<file path="config.mk">
export PLATFORM = sky130hd
export DESIGN_NAME = rx_symbol_packer_flat
export DESIGN_NICKNAME = d
export VERILOG_FILES = /design/src/rtl/rx_pkg.sv /design/src/rtl/rx_symbol_packer_if.sv /design/src/rtl/rx_error_monitor.sv /design/src/rtl/rx_symbol_packer.sv /design/src/flat_wrapper.sv
export SDC_FILE = /design/constraint.sdc
export NUM_CORES = 1
export LEC_CHECK = 0
export CAP_MARGIN = 20
export CORE_ASPECT_RATIO = 0.5
export CORE_UTILIZATION = 53
export DETAILED_ROUTE_END_ITERATION = 8
export GPL_ROUTABILITY_DRIVEN = 0
export PLACE_DENSITY = 0.85
export SYNTH_ARGS = -nofsm -noshare
export SYNTH_HDL_FRONTEND = slang
export SYNTH_SLANG_ARGS = --single-unit
</file>
<file path="constraint.sdc">
create_clock -name local_clock -period 2.1 [get_ports local_clock]
set_input_delay 0.42 -clock local_clock [delete_from_list [all_inputs] [get_ports local_clock]]
set_output_delay 0.42 -clock local_clock [all_outputs]
set_load 0.05 [all_outputs]
</file>
<file path="src/rtl/rx_pkg.sv">
// Shared RX constants and types. The elastic buffer uses the same symbol
// encodings, so keep these in one place.
package rx_pkg;

  localparam int SYMBOL_W = 10;
  localparam int WORD_W   = 32;
  localparam int LANES    = 4;

  // Symbol encoding: [9]=decode error, [8]=K flag, [7:0]=byte
  localparam logic [SYMBOL_W-1:0] COMMA_SYMBOL = 10'h1BC;
  localparam logic [SYMBOL_W-1:0] SKIP_SYMBOL  = 10'h1A1;

  // Default tuning of the lock / error policy
  localparam int DEF_LOCK_COUNT = 3;
  localparam int DEF_ERR_LIMIT  = 4;
  localparam int DEF_ERR_WINDOW = 64;

  typedef struct packed {
    logic       err;
    logic       k;
    logic [7:0] data;
  } rx_symbol_t;

  typedef enum logic [1:0] {
    UNLOCKED = 2'd0,
    LOCKING  = 2'd1,
    LOCKED   = 2'd2
  } rx_lock_state_t;

endpackage

</file>
<file path="src/rtl/rx_symbol_packer_if.sv">
// Symbol input / packed word output bundle of the RX symbol packer.
// slave = packer side, master = producer/consumer side.
interface rx_symbol_packer_if;
  import rx_pkg::*;

  logic [SYMBOL_W-1:0] data_in;
  logic                data_in_valid;
  logic [WORD_W-1:0]   word_out;
  logic [LANES-1:0]    word_k;
  logic                word_valid;
  logic                locked;
  logic                align_error;
  logic [15:0]         err_count;

  modport slave (
    input  data_in, data_in_valid,
    output word_out, word_k, word_valid, locked, align_error, err_count
  );

  modport master (
    output data_in, data_in_valid,
    input  word_out, word_k, word_valid, locked, align_error, err_count
  );

endinterface

</file>
<file path="src/rtl/rx_error_monitor.sv">
// Decode error bookkeeping: sliding-free error window over accepted
// symbols while locked, plus a saturating lifetime error counter.
module rx_error_monitor
  import rx_pkg::*;
#(
  parameter int ERR_LIMIT  = DEF_ERR_LIMIT,
  parameter int ERR_WINDOW = DEF_ERR_WINDOW
) (
  input  logic        clk,
  input  logic        srst,
  input  logic        i_locked,     // FSM is in LOCKED
  input  logic        i_sym_acc,    // valid, non-SKP symbol this cycle
  input  logic        i_sym_err,    // that symbol carries a decode error
  input  logic        i_count_err,  // error that counts toward err_count
  output logic        o_lose_lock,  // window error limit reached this cycle
  output logic [15:0] o_err_count
);

  localparam int WIN_W  = $clog2(ERR_WINDOW);
  localparam int ERRC_W = $clog2(ERR_LIMIT + 1);

  logic [WIN_W-1:0]  r_win_cnt;
  logic [ERRC_W-1:0] r_win_err;
  logic [15:0]       r_err_count;

  logic              w_win_tick;
  logic              w_wrap;
  logic [ERRC_W-1:0] w_win_err_inc;

  assign w_win_tick    = i_locked & i_sym_acc;
  assign w_wrap        = w_win_tick && (r_win_cnt == WIN_W'(ERR_WINDOW - 1));
  assign w_win_err_inc = r_win_err + ERRC_W'(1);
  // The limit check uses the old window count, so an error on the wrap
  // cycle is judged against the window it closes.
  assign o_lose_lock   = w_win_tick && i_sym_err && (w_win_err_inc >= ERRC_W'(ERR_LIMIT));
  assign o_err_count   = r_err_count;

  // Window position and per-window error count; idle (cleared) when not locked.
  always_ff @(posedge clk) begin
    if (srst || !i_locked) begin
      r_win_cnt <= '0;
      r_win_err <= '0;
    end else if (w_win_tick) begin
      r_win_cnt <= r_win_cnt + WIN_W'(1);
      if (w_wrap)
        r_win_err <= '0;
      else if (i_sym_err)
        r_win_err <= w_win_err_inc;
    end
  end

  // Lifetime decode error counter, saturating.
  always_ff @(posedge clk) begin
    if (srst)
      r_err_count <= '0;
    else if (i_count_err && (r_err_count != 16'hFFFF))
      r_err_count <= r_err_count + 16'd1;
  end

endmodule

</file>
<file path="src/rtl/rx_symbol_packer.sv">
// RX symbol packer: drops SKP filler, acquires comma lock and packs
// decoded bytes (with K flags) into 32-bit words, first byte in lane 0.
module rx_symbol_packer
  import rx_pkg::*;
#(
  parameter int LOCK_COUNT = DEF_LOCK_COUNT,
  parameter int ERR_LIMIT  = DEF_ERR_LIMIT,
  parameter int ERR_WINDOW = DEF_ERR_WINDOW
) (
  input  logic         local_clock,
  input  logic         reset,
  rx_symbol_packer_if.slave rx
);

  localparam int CNT_W = $clog2(LOCK_COUNT + 1);

  rx_lock_state_t    r_state, w_state_next;
  logic [CNT_W-1:0]  r_comma_cnt, w_comma_cnt_next;
  logic [1:0]        r_lane, w_lane_next;
  logic              w_wr_en;
  logic              w_word_done;
  logic              w_align_err;

  logic [WORD_W-1:0] r_word_out;
  logic [LANES-1:0]  r_word_k;
  logic              r_word_valid;
  logic              r_align_error;

  rx_symbol_t        w_sym;
  logic              w_acc;
  logic              w_is_comma;
  logic              w_lose_lock;
  logic              w_count_err;
  logic [7:0]        w_lane_byte;
  logic              w_lane_k;
  logic [WORD_W-1:0] w_word_cat;
  logic [LANES-1:0]  w_k_cat;
  logic [15:0]       w_err_count;

  assign w_sym       = rx.data_in;
  assign w_acc       = rx.data_in_valid && (rx.data_in != SKIP_SYMBOL);
  assign w_is_comma  = (rx.data_in == COMMA_SYMBOL);
  assign w_count_err = w_acc && w_sym.err && ((r_state == LOCKING) || (r_state == LOCKED));
  // Errored symbols still occupy a lane, as a plain zero byte.
  assign w_lane_byte = w_sym.err ? 8'h00 : w_sym.data;
  assign w_lane_k    = w_sym.err ? 1'b0 : w_sym.k;

  rx_error_monitor #(
    .ERR_LIMIT  (ERR_LIMIT),
    .ERR_WINDOW (ERR_WINDOW)
  ) u_err_mon (
    .clk         (local_clock),
    .srst        (reset),
    .i_locked    (r_state == LOCKED),
    .i_sym_acc   (w_acc),
    .i_sym_err   (w_sym.err),
    .i_count_err (w_count_err),
    .o_lose_lock (w_lose_lock),
    .o_err_count (w_err_count)
  );

  // Lock FSM state, comma counter and lane pointer.
  always_ff @(posedge local_clock) begin
    if (reset) begin
      r_state     <= UNLOCKED;
      r_comma_cnt <= '0;
      r_lane      <= '0;
    end else begin
      r_state     <= w_state_next;
      r_comma_cnt <= w_comma_cnt_next;
      r_lane      <= w_lane_next;
    end
  end

  // Next-state logic and per-symbol pack decisions.
  always_comb begin
    w_state_next     = r_state;
    w_comma_cnt_next = r_comma_cnt;
    w_lane_next      = r_lane;
    w_wr_en          = 1'b0;
    w_word_done      = 1'b0;
    w_align_err      = 1'b0;
    if (w_acc) begin
      unique case (r_state)
        UNLOCKED: begin
          if (w_is_comma) begin
            w_state_next     = LOCKING;
            w_comma_cnt_next = CNT_W'(1);
          end
        end
        LOCKING: begin
          if (w_is_comma) begin
            if (r_comma_cnt == CNT_W'(LOCK_COUNT - 1)) begin
              w_state_next     = LOCKED;
              w_comma_cnt_next = '0;
              w_lane_next      = '0;
            end else begin
              w_comma_cnt_next = r_comma_cnt + CNT_W'(1);
            end
          end else if (w_sym.err) begin
            w_state_next     = UNLOCKED;
            w_comma_cnt_next = '0;
          end
        end
        LOCKED: begin
          if (w_is_comma) begin
            // Comma realigns to lane 0; anything partially packed is abandoned.
            w_lane_next = '0;
            w_align_err = (r_lane != 2'd0);
          end else if (w_lose_lock) begin
            w_state_next = UNLOCKED;
            w_lane_next  = '0;
          end else begin
            w_wr_en     = 1'b1;
            w_lane_next = r_lane + 2'd1;
            w_word_done = (r_lane == 2'd3);
          end
        end
        default: w_state_next = UNLOCKED;
      endcase
    end
  end

  // Lanes 0..2 are stored; lane 3 completes the word straight from the input.
  for (genvar gi = 0; gi < LANES - 1; gi++) begin : g_lane
    logic [7:0] r_byte;
    logic       r_k;

    // Capture this lane's byte when the pointer is on it.
    always_ff @(posedge local_clock) begin
      if (reset) begin
        r_byte <= '0;
        r_k    <= 1'b0;
      end else if (w_wr_en && (r_lane == 2'(gi))) begin
        r_byte <= w_lane_byte;
        r_k    <= w_lane_k;
      end
    end

    assign w_word_cat[8*gi +: 8] = r_byte;
    assign w_k_cat[gi]           = r_k;
  end

  assign w_word_cat[WORD_W-1 -: 8] = w_lane_byte;
  assign w_k_cat[LANES-1]          = w_lane_k;

  // Word output register (held until next word) and one-cycle strobes.
  always_ff @(posedge local_clock) begin
    if (reset) begin
      r_word_out    <= '0;
      r_word_k      <= '0;
      r_word_valid  <= 1'b0;
      r_align_error <= 1'b0;
    end else begin
      r_word_valid  <= w_word_done;
      r_align_error <= w_align_err;
      if (w_word_done) begin
        r_word_out <= w_word_cat;
        r_word_k   <= w_k_cat;
      end
    end
  end

  assign rx.word_out    = r_word_out;
  assign rx.word_k      = r_word_k;
  assign rx.word_valid  = r_word_valid;
  assign rx.align_error = r_align_error;
  assign rx.locked      = (r_state == LOCKED);
  assign rx.err_count   = w_err_count;

endmodule

</file>
<file path="src/flat_wrapper.sv">
// flat-port wrapper written by rule: the top's interface ports become plain ports
module rx_symbol_packer_flat import rx_pkg::*;
#(
  parameter int LOCK_COUNT = DEF_LOCK_COUNT,
  parameter int ERR_LIMIT  = DEF_ERR_LIMIT,
  parameter int ERR_WINDOW = DEF_ERR_WINDOW
)
  (local_clock, reset, rx_data_in, rx_data_in_valid, rx_word_out, rx_word_k, rx_word_valid, rx_locked, rx_align_error, rx_err_count);
  rx_symbol_packer_if rx_i ();
  input  logic local_clock;
  input  logic reset;
  input wire logic [$bits(rx_i.data_in)-1:0] rx_data_in;
  input wire logic [$bits(rx_i.data_in_valid)-1:0] rx_data_in_valid;
  output wire logic [$bits(rx_i.word_out)-1:0] rx_word_out;
  output wire logic [$bits(rx_i.word_k)-1:0] rx_word_k;
  output wire logic [$bits(rx_i.word_valid)-1:0] rx_word_valid;
  output wire logic [$bits(rx_i.locked)-1:0] rx_locked;
  output wire logic [$bits(rx_i.align_error)-1:0] rx_align_error;
  output wire logic [$bits(rx_i.err_count)-1:0] rx_err_count;
  assign rx_i.data_in = rx_data_in;
  assign rx_i.data_in_valid = rx_data_in_valid;
  assign rx_word_out = rx_i.word_out;
  assign rx_word_k = rx_i.word_k;
  assign rx_word_valid = rx_i.word_valid;
  assign rx_locked = rx_i.locked;
  assign rx_align_error = rx_i.align_error;
  assign rx_err_count = rx_i.err_count;
  rx_symbol_packer #(.LOCK_COUNT(LOCK_COUNT), .ERR_LIMIT(ERR_LIMIT), .ERR_WINDOW(ERR_WINDOW)) u_core (.local_clock(local_clock), .reset(reset), .rx(rx_i));
endmodule
</file>
==> results.md, run 1 <==
* Outcome: complete, no violations
* Max Slew Vio Count at 0
* Commonest non-fill, non-tap cells in the layout: 96 x dfxtp_1, 93 x nor2_1, 72 x mux2i_1
* Leakage at 2.536 nW
* VDD IR max at around 440 uV
* Vias in the first global route at between 3,000 and 4,000
* Die width at approximately 130 um
* Clk slew on worst S/H paths at roughly 0.06 ns
* Synth Register Bits at 96
* Unrepaired setup endpoints after global routing: false
* Io pins at 68
* Root Buffer: clkbuf_16
* Syn_area_per_cell at about 9.7 um^2
* Fin util at between 70% and 80%
* Worst Max-Slew Pin Slew at just under 0.6 ns
* Post-route ant nets at 0
* Row cnt at 22
* Commonest non-fill, non-tap cell in the layout: dfxtp_1
* Area growth syn-to-layout at 28.05%
* Post-CTS Setup Bufs at 0
* Max Freq at between 400 and 500 MHz
* Cell count after placement at 600
* DRT Pass-1 Iters at 5
* Overall Power at around 3.6 mW
* Dpl hpwl at approximately 6100 um
* Layout Nets at 526
* Port buffer count at 67
* Critical Path AT at approximately 1.6 ns
* Main flop type after synthesis: dfxtp_1
* Yosys warns at 0
* Routed wire length at between 8000 and 9000 um
* Share of cells above drive strength 1 at 10.24%
* Number of enable flip-flop cells after synthesis at 0
* Max stage delay on crit path at ~0.85 ns
* Crit path buffers/inverters at 1
* Fin crit period at 2.046 ns
* Final Hold Viols at 0
* CTS tree: yes
* First-pass GRT wire length at about 15,000 um
* Core ar. at between 7000 and 8000 um^2
* Period utilization at a little over nine tenths
* CP Launch Type: register
* Ant. Diodes at 0
* Overall routing resource usage at 23.42%
* Total negative setup slack at 0 ns
* Number of buffers created by CTS at 9
* Post-synthesis cell type count at 49
* Pwr per Cell Area at 674.6 nW/um^2
* Async S/R FF share, synth at 0%
* # DRC at 0
* Final cell count without fillers at just over 600
* Max Cap Viol at 0
* H-Tree Depth at 3
* Cells after Synth at 433
* Slew margin rel. at around three fifths
* CP required at 1.68 ns
* Crit-path cells: clkdlybuf4s50_1
* Largest net degree at the start of global routing at roughly 90
* Crit path kind: register to output port
* Post-Syn Nets at ~460
* Initial Util at 56.00%
* Skew final at ~0.0072 ns
* Die Y at 64.89 um
* Synthesized cell area at around 4200 um^2
* Max stage delay cell, worst path: clkdlybuf4s50_1
* Vias at 3,294
* CP endpoint kind: output port
* Gr ovfl total at 0
* Initial DRC count at approximately 260
* CP max FO at 5
* Vias per cell at around 5.3
* Sequential share of the synthesized area at a little under half
* Initial antenna violation count at 0
* Clk sinks at 96
* Clock latency on the worst-skew pair at roughly 0.34 ns
* Setup violators final at 0
* Hold Crit Class: register to register
* Worst hold margin at 0.4921 ns
* CTS Buffer Depth at 2
* Top delay family on crit path: buffers and inverters
* Avg WL per Cell at ~15 um
* Area of the die at about 8300 um^2
## cell usage after synthesis, types with 2 or more instances
master / number / area [um^2]
mux2i_1: 72 / 720.7
nand2b_1: 6 / 37.54
a21oi_1: 9 / 45.04
nand4b_1: 2 / 17.52
nand4_1: 6 / 37.54
buf_6: 4 / 45.04
buf_4: 2 / 15.01
nand3_1: 14 / 70.07
o21ai_0: 4 / 20.02
nor3_2: 2 / 20.02
inv_1: 10 / 37.54
clkbuf_1: 12 / 45.04
or3_1: 3 / 18.77
nand2_1: 13 / 48.80
nor2_1: 93 / 349.1
and3_1: 6 / 37.54
xnor2_1: 6 / 52.55
buf_2: 4 / 20.02
a211oi_1: 3 / 22.52
dfxtp_1: 96 / 1922
buf_8: 3 / 45.04
nor3_1: 6 / 30.03
nor2b_1: 10 / 62.56
o211ai_2: 2 / 25.02
xor2_1: 12 / 105.1
ha_1: 10 / 125.1
## state kept, by name (all words and copies together), names as in the netlist
signal	flops
u_core.rx.word_out	32
u_core.g_lane.r_byte	24
u_core.u_err_mon.o_err_count	16
u_core.u_err_mon.r_win_cnt	6
u_core.rx.word_k	4
u_core.g_lane.r_k	3
u_core.u_err_mon.r_win_err	3
u_core.r_comma_cnt	2
u_core.r_lane	2
u_core.r_state	2
u_core.rx.align_error	1
u_core.rx.word_valid	1
## cells by family after synthesis
family                     Yosys count  synth area share, %
and+or+nand+nor                    175                20.89
DFF                                 96                45.84
adders and majority gates           10                2.984
xor gates and xnor gates            18                3.760
buffers and inverters               36                5.043
muxes                               72                17.19
AOI/OAI and AO/OA                   26                4.297
## power by group
part | internal (mW) | leakage, nW | switching (mW)
Clock | 0.974 | 0.152 | 0.715
Sequential | 1.82 | 0.773 | 0.0000371
Combinational | 0.0462 | 1.61 | 0.0678
Total | 2.84 | 2.54 | 0.783
## tightest hold or removal path, stage by stage, from the launching register on
cell	delay, ns
dfxtp_1	0.32
mux2i_1	0.06
nor2_1	0.07
## through the flow
| stage | worst slack, ns | area, um^2 |
|---|---|---|
| 2_1_floorplan | 0.05496 | 4193 |
| 3_3_place_gp | -0.09307 | 5045 |
| 3_5_place_dp | -0.2121 | 5045 |
| 4_1_cts | 0.02165 | 5359 |
| 5_1_grt | 0.01947 | 5369 |
| 6_report | 0.05378 | 5369 |
## final cells by class
cell class                 count  area, um^2
tap                          108       135.1
clock inverter                 6       75.07
clock buffer                  10       239.0
multi-input combinational    301        2064
timing repair buffer          85       895.9
fill                         566        2118
sequential                    96        1922
inverter                      10       37.54
## routing by layer
metal / global-route usage (%) / routed length (um) / vias to the layer above
li1: - / - / 1615
met1: 29.14 / 4194 / 1584
met2: 39.47 / 4303 / 77
met3: 5.698 / 351 / 18
met4: 9.118 / 148 / 0
met5: 0 / 0 / -
## final timing paths
kind,from,slack (ns),depth (start not counted),to
worst min-delay path,u_core.g_lane[0].r_byte[0]$_SDFFE_PP0P_,0.49,2,u_core.rx.word_out[0]$_SDFFE_PP0P_
worst max-delay path,u_core.u_err_mon.o_err_count[4]$_SDFFE_PP0P_,0.05,1,rx_err_count[4]
worst max register to register,u_core.r_state[0]$_SDFFE_PP0P_,0.25,7,u_core.u_err_mon.o_err_count[14]$_SDFFE_PP0P_
worst min register to register,u_core.g_lane[0].r_byte[0]$_SDFFE_PP0P_,0.49,2,u_core.rx.word_out[0]$_SDFFE_PP0P_
## timing repair
| item | in CTS | in global routing |
|---|---|---|
| hold buffers | 0 | 0 |
| hold endpoints to repair | 0 | 0 |
| resized for setup | 0 | 4 |
| endpoints found under the setup margin | 0 | 4 |
Power figures use the tool's default switching activity.
==> run 2: changes to the inputs <==
- CELL_PAD_IN_SITES_DETAIL_PLACEMENT: not set -> 0
- CELL_PAD_IN_SITES_GLOBAL_PLACEMENT: not set -> 1
- CORE_UTILIZATION: 53 -> 41
- PLACE_DENSITY: 0.85 -> 0.86
- TNS_END_PERCENT: not set -> 20
==> results.md, run 2 (synthesis results as in run 1) <==
* Max stage delay on crit path at 0.85 ns (about the same)
* Vias in the first global route at 2,881 (-7.8%)
* Ant. Diodes at 0 (unchanged)
* Dpl hpwl at 5992 um (-1.5%)
* Crit-path cells: clkdlybuf4s50_1
* CP max FO at 5 (unchanged)
* Max stage delay cell, worst path: clkdlybuf4s50_1
* Post-CTS Setup Bufs at 0 (unchanged)
* Post-route ant nets at 0 (unchanged)
* Worst hold margin at 0.4942 ns (+0.002132 ns)
* Vias at 3,174 (-3.6%)
* # DRC at 0 (unchanged)
* Clk slew on worst S/H paths at 0.06 ns (about the same)
* Avg WL per Cell at 13.27 um (-9.2%)
* CTS tree: yes
* Critical Path AT at 1.62 ns (about the same)
* Hold buffers post-CTS at 0 (unchanged)
* Skew final at 0.004793 ns (-0.002370 ns)
* Total negative setup slack at 0 ns (unchanged)
* Crit path kind: register to output port
* CTS Buffer Depth at 2 (unchanged)
* H-Tree Depth at 3 (unchanged)
* Gr ovfl total at 0 (unchanged)
* Hold Crit Class: register to register
* Die width at 145.0 um (+13%)
* VDD IR max at 427.8 uV (-3.0%)
* Overall Power at 3.770 mW (+4.1%)
* Largest net degree at the start of global routing at 89 (unchanged)
* CP required at 1.68 ns (about the same)
* Row cnt at 25 (+14%)
* Top delay family on crit path: buffers and inverters
* CP Launch Type: register
* Max Slew Vio Count at 0 (unchanged)
* Max reg flops at 32 (unchanged)
* Pwr per Cell Area at 685.9 nW/um^2 (+1.7%)
* Area growth syn-to-layout at 31.10%
* Reg2Reg Setup Slack at 0.29 ns (+0.04 ns)
* Area of the die at 10,660 um^2 (+29%)
* Commonest non-fill, non-tap cell in the layout: dfxtp_1
* Leakage at 2.532 nW (-0.18%)
* Initial DRC count at 157 (-38%)
* Max Freq at 490.3 MHz (+0.32%)
* DRT Pass-1 Iters at 4 (-1)
* Period utilization at 97.13% (-0.31 points)
* Slew margin rel. at 65.48% (+5.2 points)
* Commonest non-fill, non-tap cells in the layout: 96 x dfxtp_1, 93 x nor2_1, 72 x mux2i_1
* Crit path buffers/inverters at 1 (unchanged)
* First-pass GRT wire length at 14,160 um (-4.9%)
* Layout Nets at 537 (+2.1%)
* Core ar. at 9697 um^2 (+30%)
* Final Hold Viols at 0 (unchanged)
* Outcome: complete, no violations
* Vias per cell at 4.853 (-9.2%)
* Fin crit period at 2.040 ns (-0.006537 ns)
* CP endpoint kind: output port
* Fin util at 56.68% (-15 points)
* Post-CTS Resized at 0 (unchanged)
* Share of cells above drive strength 1 at 12.52% (+2.3 points)
* Unrepaired setup endpoints after global routing: false
* Max Cap Viol at 0 (unchanged)
* Number of buffers created by CTS at 9 (unchanged)
* Clk sinks at 96 (unchanged)
* Die Y at 73.51 um (+13%)
* Worst Max-Slew Pin Slew at 0.5162 ns (-0.07514 ns)
* Routed wire length at 8678 um (-3.5%)
* Fillcell total at 873 (+54%)
* Root Buffer: clkbuf_16
* Initial antenna violation count at 0 (unchanged)
* Overall routing resource usage at 16.98% (-6.4 points)
* Clock latency on the worst-skew pair at 0.34 ns (about the same)
* Io pins at 68 (unchanged)
* Initial Util at 43.24% (-13 points)
* Setup violators final at 0 (unchanged)
* Port buffer count at 67 (unchanged)
run 2: report_power, final:
part | switching (mW) | internal (mW) | total [mW]
Combinational | 0.0708 | 0.0545 | 0.125
Sequential | 0.0000357 | 1.82 | 1.82
Clock | 0.707 | 1.12 | 1.83
run 2: worst paths after layout:
check,start,end,cells after the start
worst max-delay path,u_core.u_err_mon.o_err_count[4]$_SDFFE_PP0P_,rx_err_count[4],1
worst min-delay path,u_core.rx.word_out[29]$_SDFFE_PP0P_,u_core.rx.word_out[29]$_SDFFE_PP0P_,2
worst max register to register,u_core.r_state[0]$_SDFFE_PP0P_,u_core.u_err_mon.o_err_count[6]$_SDFFE_PP0P_,7
worst min register to register,u_core.rx.word_out[29]$_SDFFE_PP0P_,u_core.rx.word_out[29]$_SDFFE_PP0P_,2
run 2: worst reg2reg max path, cell delays in order, from the launching register on:
cell and delay, ns:
dfxtp_1 0.36, inv_1 0.07, ha_1 0.37, nand3_4 0.09
or2_1 0.28, a211oi_1 0.32, xnor2_1 0.16, nor2_1 0.05
run 2: per-layer routing:
| layer | GRT usage (%) | wire length, um |
|---|---|---|
| met1 | 21.64 | 4383 |
| met2 | 27.51 | 3891 |
| met3 | 5.776 | 311 |
| met4 | 4.965 | 91 |
| met5 | 0 | 0 |
run 2: cell type report:
cell class,instances,area [um^2],area share (%)
tap,135,168.9,3.073
clock inverter,5,87.58,1.593
multi-input combinational,301,2064,37.56
timing repair buffer,96,963.4,17.53
sequential,96,1922,34.96
inverter,10,37.54,0.6829
clock buffer,11,252.7,4.598
run 2: metrics by stage:
| step | instances | worst slack, ns | area [um^2] |
|---|---|---|---|
| 6_report | 654 | 0.06031 | 5497 |
| 3_5_place_dp | 638 | -0.1026 | 5156 |
| 5_1_grt | 654 | 0.004861 | 5497 |
| 4_1_cts | 654 | 0.04684 | 5497 |
| 3_3_place_gp | 638 | -0.05974 | 5156 |
| 2_1_floorplan | 433 | 0.05496 | 4193 |
==> run 3: changes to the inputs <==
- ABC_AREA: not set -> 1
- CORE_ASPECT_RATIO: 0.5 -> 0.8
- CORE_UTILIZATION: 41 -> 38
- PLACE_DENSITY: 0.86 -> 0.85
- SKIP_CTS_REPAIR_TIMING: not set -> 1
==> results.md, run 3 <==
* Die width at 123.1 um (-15%)
* Max Freq at 488.7 MHz (-0.33%)
* Commonest non-fill, non-tap cells in the layout: 179 x nand2_1, 164 x nor2_1, 94 x dfxtp_1
* Most frequent cells after synthesis: 179 x nand2_1, 165 x nor2_1, 96 x dfxtp_1, 73 x inv_1, 25 x a21oi_1
* Port buffer count at 67 (unchanged)
* CTS Buffer Depth at 2 (unchanged)
* Async S/R FF share, synth at 0% (unchanged)
* First-pass GRT wire length at 17,780 um (+26%)
* Area growth syn-to-layout at 30.46%
* Die Y at 98.91 um (+35%)
* Number of enable flip-flop cells after synthesis at 0 (unchanged)
* Ant. Diodes at 0 (unchanged)
* Dpl hpwl at 7439 um (+24%)
* Post-route cell area at 5819 um^2 (+5.9%)
* Unrepaired setup endpoints after global routing: true
* Area share of the leading cell type in the synthesized netlist at 43.09% (-2.8 points)
* Fin util at 52.21% (-4.5 points)
* Placed inst area at 5480 um^2 (+6.3%)
* Hold Crit Class: register to register
* Area of the die at 12,180 um^2 (+14%)
* Max Cap Viol at 0 (unchanged)
* Largest net degree at the start of global routing at 75 (-16%)
* Fin crit period at 2.046 ns (+0.006754 ns)
* Synth area leader: dfxtp_1
* Clk sinks at 96 (unchanged)
* Initial Util at 40.02% (-3.2 points)
* Core ar. at 11,150 um^2 (+15%)
* CTS tree: yes
* Setup violators final at 0 (unchanged)
* Period utilization at 97.45% (+0.32 points)
* Max Slew Vio Count at 0 (unchanged)
* CP max FO at 6 (+1)
* Met1 Resource Use GR at 25.47% (+3.8 points)
* DRT Pass-1 Iters at 4 (unchanged)
* Synth Register Bits at 96 (unchanged)
* Cells after Synth at 657 (+52%)
* Vias per cell at 4.575 (-5.7%)
* Root Buffer: clkbuf_16
* Overall routing resource usage at 18.41% (+1.4 points)
* Overall Power at 3.885 mW (+3.0%)
* Top delay family on crit path: buffers and inverters
* Synth top area cells: dfxtp_1 43%, nand2_1 15%, nor2_1 14%, inv_1 6.1%, a21oi_1 2.8%
* Syn_area_per_cell at 6.789 um^2 (-30%)
* Total negative setup slack at 0 ns (unchanged)
* Vias at 4,104 (+29%)
* Max stage delay cell, worst path: clkdlybuf4s50_1
* Share of cells above drive strength 1 at 9.296% (-3.2 points)
* Io pins at 68 (unchanged)
* # DRC at 0 (unchanged)
* Post-synthesis cell type count at 31 (-37%)
* Final worst slack at 0.05356 ns (-0.006754 ns)
* Post-route ant nets at 0 (unchanged)
* CP endpoint kind: output port
* Layout Nets at 771 (+44%)
* Synthesized cell area at 4461 um^2 (+6.4%)
* Commonest non-fill, non-tap cell in the layout: nand2_1
* Initial DRC count at 220 (+40%)
* Avg WL per Cell at 11.52 um (-13%)
* H-Tree Depth at 3 (unchanged)
* Sequential share of the synthesized area at 43.09% (-2.8 points)
* Clock latency on the worst-skew pair at 0.34 ns (about the same)
* Leakage at 2.293 nW (-9.4%)
* Clk slew on worst S/H paths at 0.06 ns (about the same)
* Max reg flops at 32 (unchanged)
* Skew final at 0.007456 ns (+0.002663 ns)
* Cell count after placement at 880 (+38%)
* Final cell count without fillers at 897 (+37%)
* Row cnt at 34 (+36%)
* Outcome: complete, no violations
* Crit path kind: register to output port
* Yosys warns at 0 (unchanged)
* Crit-path cells: clkdlybuf4s50_1
* Worst Max-Slew Pin Slew at 0.5083 ns (-0.007877 ns)
* VDD IR max at 441.9 uV (+3.3%)
* Critical Path AT at 1.63 ns (about the same)
* Initial antenna violation count at 0 (unchanged)
* Post-Syn Nets at 680 (+49%)
* CP Launch Type: register
* Final Hold Viols at 0 (unchanged)
* Placement Setup Slack at -0.2356 ns (-0.1330 ns)
* GRT busiest layer: met2
* Slew margin rel. at 66.01% (+0.53 points)
* Max stage delay on crit path at 0.84 ns (about the same)
* Met2 Use GR at 28.28% (+0.77 points)
* Number of buffers created by CTS at 9 (unchanged)
* CP required at 1.68 ns (about the same)
* Crit path buffers/inverters at 1 (unchanged)
* Cell with the most instances after synthesis: nand2_1
* Vias in the first global route at 3,939 (+37%)
* Routed wire length at 10,330 um (+19%)
* Met3 Track Usage GR at 4.456% (-1.3 points)
* Gr ovfl total at 0 (unchanged)
* Main flop type after synthesis: dfxtp_1
* Pwr per Cell Area at 667.6 nW/um^2 (-2.7%)
* Worst hold margin at 0.4755 ns (-0.01869 ns)
* Fillcell total at 1,145 (+31%)
## run 3: layout make-up
class / instances / area (um^2) / area share, %
multi-input combinational: 464 / 2126 / 36.53
sequential: 96 / 1924 / 33.07
timing repair buffer: 101 / 975.9 / 16.77
inverter: 75 / 287.8 / 4.945
clock buffer: 12 / 266.5 / 4.580
tap: 144 / 180.2 / 3.096
clock inverter: 4 / 51.30 / 0.8815
timing repair inverter: 1 / 7.507 / 0.1290
## run 3: path summary, 6_finish.rpt
path              slack, ns  depth (start not counted)                                     startpoint                                            to
hold reg to reg        0.48                          1   u_core.u_err_mon.o_err_count[0]$_SDFFE_PP0P_  u_core.u_err_mon.o_err_count[0]$_SDFFE_PP0P_
setup / recovery       0.05                          1  u_core.u_err_mon.o_err_count[10]$_SDFFE_PP0P_                              rx_err_count[10]
setup reg to reg       0.20                         10   u_core.u_err_mon.o_err_count[0]$_SDFFE_PP0P_  u_core.u_err_mon.o_err_count[0]$_SDFFE_PP0P_
hold / removal         0.48                          1   u_core.u_err_mon.o_err_count[0]$_SDFFE_PP0P_  u_core.u_err_mon.o_err_count[0]$_SDFFE_PP0P_
## run 3: report_power, final
group	leakage (nW)	total [mW]	internal [mW]	switching, mW
Combinational	1.36	0.319	0.126	0.193
Clock	0.155	1.71	1.02	0.690
Sequential	0.775	1.86	1.84	0.0138
## run 3: routing by layer
layer	part of all wire (%)	vias to the layer above
met5	0	-
met4	1.1	0
met3	4.2	10
met2	42	73
met1	53	1834
li1	-	2187
## run 3: kinds of logic after synthesis
| logic type | synth area share (%) |
|---|---|
| AOI/OAI and AO/OA | 7.967 |
| xor gates and xnor gates | 2.160 |
| adders and majority gates | 2.805 |
| buffers and inverters | 9.425 |
| DFF | 43.09 |
| and+or+nand+nor | 34.56 |
